===== src/rtl/mpc_demux_14_32_reg.sv =====
// Registered 1-to-4 demultiplexer with a valid/ready handshake on every side.
// Each channel is a single-entry register, so one channel can move one word per cycle.
module mpc_demux_14_32_reg #(
  parameter int ID         = 0,
  parameter int DATA_WIDTH = 32
) (
  input  logic                  ap_clk,
  input  logic                  ap_rst_n,
  input  logic [DATA_WIDTH-1:0] in_data,
  input  logic [1:0]            in_sel,
  input  logic                  in_valid,
  output logic                  in_ready,
  output logic [DATA_WIDTH-1:0] out_data0,
  output logic [DATA_WIDTH-1:0] out_data1,
  output logic [DATA_WIDTH-1:0] out_data2,
  output logic [DATA_WIDTH-1:0] out_data3,
  output logic                  out_valid0,
  output logic                  out_valid1,
  output logic                  out_valid2,
  output logic                  out_valid3,
  input  logic                  out_ready0,
  input  logic                  out_ready1,
  input  logic                  out_ready2,
  input  logic                  out_ready3,
  output logic [15:0]           xfer_cnt
);

  localparam int NCH = 4;

  // ID is a pure instance tag; it is only range-checked here.
  if (ID < 0) begin : g_negative_id
  end

  logic [NCH-1:0]        full_q, full_d;
  logic [NCH-1:0]        out_ready_v;
  logic [NCH-1:0]        drain;
  logic [NCH-1:0]        wr_en;
  logic [DATA_WIDTH-1:0] data_q [NCH];
  logic [DATA_WIDTH-1:0] data_d [NCH];
  logic [15:0]           cnt_q, cnt_d;
  logic                  accept;

  assign out_ready_v = {out_ready3, out_ready2, out_ready1, out_ready0};

  // A full channel whose sink is taking its word this cycle can accept a new one.
  assign drain    = full_q & out_ready_v;
  assign in_ready = ap_rst_n & (~full_q[in_sel] | out_ready_v[in_sel]);
  assign accept   = in_valid & in_ready;

  always_comb begin
    // NOTE: every signal gets a default before any branch, so no latch is inferred.
    wr_en = '0;
    if (accept) begin
      wr_en[in_sel] = 1'b1;
    end
  end

  // A write wins over a drain, which keeps a simultaneously drained channel full.
  assign full_d = (full_q & ~drain) | wr_en;

  always_comb begin
    for (int k = 0; k < NCH; k++) begin
      data_d[k] = wr_en[k] ? in_data : data_q[k];
    end
  end

  assign cnt_d = cnt_q + 16'(accept);

  always_ff @(posedge ap_clk or negedge ap_rst_n) begin
    if (!ap_rst_n) begin
      full_q <= '0;
      cnt_q  <= '0;
      // NOTE: data registers are reset too, since out_data must read 0 while in reset.
      for (int k = 0; k < NCH; k++) begin
        data_q[k] <= '0;
      end
    end else begin
      // NOTE: non-blocking assignments keep every register sampling pre-edge values.
      full_q <= full_d;
      cnt_q  <= cnt_d;
      for (int k = 0; k < NCH; k++) begin
        data_q[k] <= data_d[k];
      end
    end
  end

  assign out_data0  = data_q[0];
  assign out_data1  = data_q[1];
  assign out_data2  = data_q[2];
  assign out_data3  = data_q[3];
  assign out_valid0 = full_q[0];
  assign out_valid1 = full_q[1];
  assign out_valid2 = full_q[2];
  assign out_valid3 = full_q[3];
  assign xfer_cnt   = cnt_q;

endmodule

===== config.mk =====
export PLATFORM = sky130hd
export DESIGN_NAME = mpc_demux_14_32_reg
export DESIGN_NICKNAME = d
export VERILOG_FILES = /design/src/rtl/mpc_demux_14_32_reg.sv
export SDC_FILE = /design/constraint.sdc
export NUM_CORES = 1
export LEC_CHECK = 0
export CORE_MARGIN = 5
export CORE_UTILIZATION = 30
export CTS_CLUSTER_SIZE = 25
export DETAILED_ROUTE_END_ITERATION = 16
export GPL_TIMING_DRIVEN = 0
export PLACE_DENSITY_LB_ADDON = 0.12
export SYNTH_ARGS = -nofsm -noshare
export SYNTH_HDL_FRONTEND = slang
export SYNTH_SLANG_ARGS = --single-unit

===== constraint.sdc =====
create_clock -name ap_clk -period 3.5 [get_ports ap_clk]
set_input_delay 0.7 -clock ap_clk [delete_from_list [all_inputs] [get_ports ap_clk]]
set_output_delay 0.7 -clock ap_clk [all_outputs]
set_load 0.01 [all_outputs]

### Yosys cells after proc, flatten, opt, wreduce, memory -nomap -nowiden

Index checks and enable logic that the tools add are counted.

| word-level totals | value |
|---|---|
| register bits after elaboration | 148 |
| input port bits | 41 |
| output and inout bits | 149 |
| logic and storage cells | 25 |

| operators by class | value |
|---|---|
| add/subtract/negate cells | 1 |
| magnitude comparators | 2 |
| muxes and demuxes | 7 |
| bitwise operators | 8 |
| reductions and logical operators | 1 |

Operators by type and width:

| operator | number |
|---|---|
| $add 16x1->16 | 1 |
| $and 4x4->4 | 2 |
| $bmux 1 s2 | 2 |
| $mux 4 | 1 |
| $not 4->4 | 1 |
| $or 4x4->4 | 1 |
| $lt 2x3->1 const B | 1 |
| $mux 1 | 3 |
| $and 1x1->1 | 2 |
| $demux 1 s2 | 1 |
| $ge 2x1->1 const B | 1 |
| $logic_and 1x1->1 | 1 |
| $not 1->1 | 1 |
| $or 1x1->1 | 1 |

### Longest topological paths before layout

Gate-level depths: netlist (run 1).

| logic depth | value |
|---|---|
| depth after elaboration | 8 |
| gate-level depth with buffers | 8 |
| depth with buffers taken out | 8 |

### Least setup slack after synthesis (run 1)

OpenSTA, ideal clock, no wires.

| timing path | value |
|---|---|
| kind | input-to-reg |
| start point | input in_sel[1] |
| end point | register cnt_q[8], in the netlist xfer_cnt[8] |
| library setup time | 80 ps |
| arrival time | 2410 ps |
| required time | 3420 ps |
| slack | 1010 ps |
| stages on the path | 8 |
| buffers on the path | 1 |
| cells stage by stage | buf_2 > mux4_2 > and3_1 > ha_1 > ha_1 > and4_1 > nand4_1 > xnor2_1 |

| on the way | value |
|---|---|
| longest elaborated chain between the ends | 7 |
| elaborated cells on any way between the ends | 9 |
| those cells by class | add/sub: 1; mux: 4; bitwise: 4 |

RTL lines:

| element | RTL line | text |
|---|---|---|
| from (decl) | 10 | `input logic [1:0] in_sel,` |
| $bmux 1 s2 | 47 | `assign in_ready = ap_rst_n & (~full_q[in_sel] \| out_ready_v[in_sel]);` |
| $mux 1 (implied by the code) | 47 |  |
| $not 1->1 | 47 |  |
| $or 1x1->1 (*) | 47 |  |
| $and 1x1->1 (*) | 47 |  |
| $and 1x1->1 (*) | 48 | `assign accept = in_valid & in_ready;` |
| $add 16x1->16 (*) | 67 | `assign cnt_d = cnt_q + 16'(accept);` |
| via cnt_d[8] | 40 | `logic [15:0] cnt_q, cnt_d;` |
| to (signal assigned) | 80 | `cnt_q <= cnt_d;` |
| to (decl) | 40 |  |

Mark *: on every way through the listed nets, which the timed path passes. The rest lies on a longest branch. The select of a mux whose other input is x is not followed.
A chain may end at the register's enable or synchronous reset.

### Worst setup path after layout (run 1)

| timing path | value |
|---|---|
| start point | input out_ready2 |
| end point | output in_ready |

| on the way | value |
|---|---|
| longest elaborated chain between the ends | 4 |

RTL lines:

| element | RTL line | text |
|---|---|---|
| from (decl) | 23 | `input logic out_ready2,` |
| $bmux 1 s2 | 47 |  |
| $mux 1 (implied by the code) | 47 |  |
| $or 1x1->1 | 47 |  |
| $and 1x1->1 | 47 |  |
| to (decl) | 12 | `output logic in_ready,` |

No other way between the ends. The select of a mux whose other input is x is not followed.

==> results.txt, run 1 <==
Top-area cell type share of the netlist area: 0.654
Commonest non-fill, non-tap cell in the layout: clkdlybuf4s50_1
Post-DR vias/cell: 4.55
Final setup fails: 0
CP bufs+invs: 2
Sequential area share after synthesis: 0.654
Fin crit share: 0.893
Top post-synthesis cells by area: dfrtp_1 (65%), mux2_2 (25%), xor2_1 (1.2%), xnor2_1 (0.93%), buf_2 (0.62%)
Area growth, synth to finish: 49.3%
Total GRT Usage: 0.138
Routability congestion estimate: 0.732
Min cycle time layout: 3.13 ns
FP Rows: 50
Peak supply drop: 330 uV
Fin cells: 804
Clk Latency, worst-skew pair: 0.42 ns
Post-CTS sizing: 0
CTS clk-pin slew, worst paths: 0.06 ns
CP arrival: 2.43 ns
Initial antenna violation count: 0
Core Area: 18600 um2
PortBufs: 188
Wirelength, routed: 14500 um
Final hold violation count: 0
Post-DP HPWL: 10300 um
Layout cells sized above 1: 0.312
Critical-path top delay cell: mux4_2
Die X: 147 um
Vias in the first global route: 4038
Final setup margin: 0.373 ns
Total Power: 5.58 mW
Drt pass-1 iters: 4
Slew HR: 0.515
DIE HEIGHT: 147 um
Filler cells: 1681
Post-synthesis xor/xnor area fraction: 0.0216
Post-synth net total: 392
Asr flop ratio synth: 1.00
Placed cells: 772
Type of the tightest min-delay check: input pin to asynchronous set/reset pin
CTS Root Cell: clkbuf_16
First-pass GRT wire length: 23300 um
Data required, critical path: 2.80 ns
Adder-cell share of the synthesized area: 0.00442
Area of the multi-input gates: 1860 um2
Mux cell area share after synthesis: 0.258
# DRC: 0
Longest Clk Path Bufs: 2
Post-synthesis simple-gate area fraction: 0.0437
Synth Area in Compound Gates: 0.000883
Hold_buf cts: 0
Pwr per Cell Area: 660 nW/um2
Syn Inst Count: 349
Most common cell on crit path: clkdlybuf4s50_1
Critical-path maximum fanout: 3
Number of synthesized flops with an enable pin: 0
Top_reg_cell synth: dfrtp_1
Starting Density: 0.304
Synth Register Bits: 148
Critical Path Source Type: input pin
Seq. cell area: 3700 um2
RSZ-0062 raised after global routing: false
Place WS: 0.375 ns
CP Capture Type: output pin
Num CTS Buffers: 17
Initial DRC Count: 80
Antenna Cells: 0
# IOs: 190
Via Count: 3660
Largest net degree at the start of global routing: 78
Syn avg cell area: 16.2 um2
Max incr delay on CP: 0.48 ns
Synth warn: 0
CP top delay family: buffers and inverters
Worst-Margin Slew: 0.728 ns
Max-Cap Viols: 0
Kind of critical path: input pin to output pin
Full die area: 21700 um2
TritonCTS Sinks: 148
Setup bufs post-CTS: 0
Slew Viols, Final: 0
Nets: 600
Post-Route Skew: 0.00674 ns
H-tree Lvls: 4
Most frequent cells in the layout: clkdlybuf4s50_1 (187), dfrtp_1 (148), mux2_2 (126), clkbuf_16 (17), xor2_1 (8)
Leakage power total: 3.59 nW
Largest area contributor in the netlist: dfrtp_1
Max Freq: 320 MHz
Cell Area, Synth: 5670 um2
CTS tree: done
Routed Antenna Nets: 0
Global route overflow: 0
Status: finished, final reports clean
Crit path cell chain: clkdlybuf4s50_1, nand2b_1, mux4_2, and2_1, clkdlybuf4s50_1
DR WL/cell: 18.1 um
Largest family of logic cells by synthesized area: multiplexers
Synth cell types: 28
[flip-flops by register name (all words and copies together) (netlist names)]
register and flops:
out_data0 32, out_data1 32, out_data2 32, out_data3 32
xfer_cnt 16, full_q 4
[cells by family after synthesis]
family | count (synthesis)
xor gates and xnor gates | 14
and+or+nand+nor | 40
muxes | 129
adders and majority gates | 2
AOI/OAI and AO/OA | 1
buffers and inverters | 15
DFF | 148
[metrics by stage]
stage / setup TNS [ns] / hold slack, ns / utilization / area [um2]
finish: 0 / 0.294 / 0.454 / 8460
global route: 0 / 0.348 / 0.454 / 8460
CTS: 0 / 0.313 / 0.454 / 8460
detailed placement: 0 / 0.460 / 0.422 / 7870
global placement: -1322.27 / 0.455 / 0.421 / 7840
floorplan: 0 / 0.404 / - / 5670
[where the power goes]
part / switching (mW) / internal (mW) / total, mW
Combinational: 0.541 / 0.924 / 1.47
Clock: 0.745 / 1.08 / 1.82
Sequential: 0.217 / 2.08 / 2.30
Total: 1.50 / 4.08 / 5.58
[synthesized netlist by cell type, types with 2 or more instances]
| cell type | number |
|---|---|
| ha_1 | 2 |
| nand2_1 | 6 |
| dfrtp_1 | 148 |
| mux2_1 | 2 |
| buf_4 | 3 |
| nand3_1 | 6 |
| buf_2 | 7 |
| mux2_2 | 126 |
| nand2b_1 | 4 |
| and3_1 | 2 |
| xor2_1 | 8 |
| buf_6 | 3 |
| nor3_1 | 4 |
| nor4_1 | 4 |
| xnor2_1 | 6 |
| inv_1 | 2 |
| nand4_1 | 5 |
[worst register-to-register path, delay by kind of cell (launching register included)]
family	cells	cell delay [ns]
and+or+nand+nor	4	0.79
adders and majority gates	2	0.48
DFF	1	0.38
muxes	1	0.27
xor gates and xnor gates	1	0.18
[layer usage]
metal | track usage | vias up | wire, um
li1 | - | 1667 | -
met1 | 0.174 | 1859 | 6440
met2 | 0.222 | 120 | 6890
met3 | 0.0512 | 14 | 1020
met4 | 0.0433 | 0 | 185
met5 | 0 | - | 0
[path summary, 6_finish.rpt]
kind / cells past startpoint / endpoint / from / slack [ns]
max in group asynchronous: 2 / out_data0[19]$_DFFE_PN0P_ / ap_rst_n / 2.36
hold reg to reg: 1 / xfer_cnt[15]$_DFF_PN0_ / xfer_cnt[15]$_DFF_PN0_ / 0.47
min in group ap_clk: 1 / xfer_cnt[15]$_DFF_PN0_ / xfer_cnt[15]$_DFF_PN0_ / 0.47
setup / recovery: 5 / in_ready / out_ready2 / 0.37
setup reg to reg: 8 / xfer_cnt[14]$_DFF_PN0_ / full_q[2]$_DFF_PN0_ / 1.31
hold / removal: 1 / xfer_cnt[12]$_DFF_PN0_ / ap_rst_n / 0.29
[cell type report]
class | instances | area share
clock inverters | 14 | 0.0180
plain buffers | 13 | 0.0108
multi-input cells | 186 | 0.220
inverters | 2 | 0.000887
clock buffers | 18 | 0.0519
well taps | 234 | 0.0346
repair buffers | 189 | 0.226
flip-flops and latches | 148 | 0.438
Power figures use the tool's default switching activity.
==> run 2: changes to the inputs <==
--- a/config.mk
+++ b/config.mk
@@ -14,3 +14,4 @@
 export SYNTH_ARGS = -nofsm -noshare
 export SYNTH_HDL_FRONTEND = slang
 export SYNTH_SLANG_ARGS = --single-unit
+export TNS_END_PERCENT = 50
==> results of run 2 <==
Same layout as run 1: the final DEF is identical, and so are final timing and power.
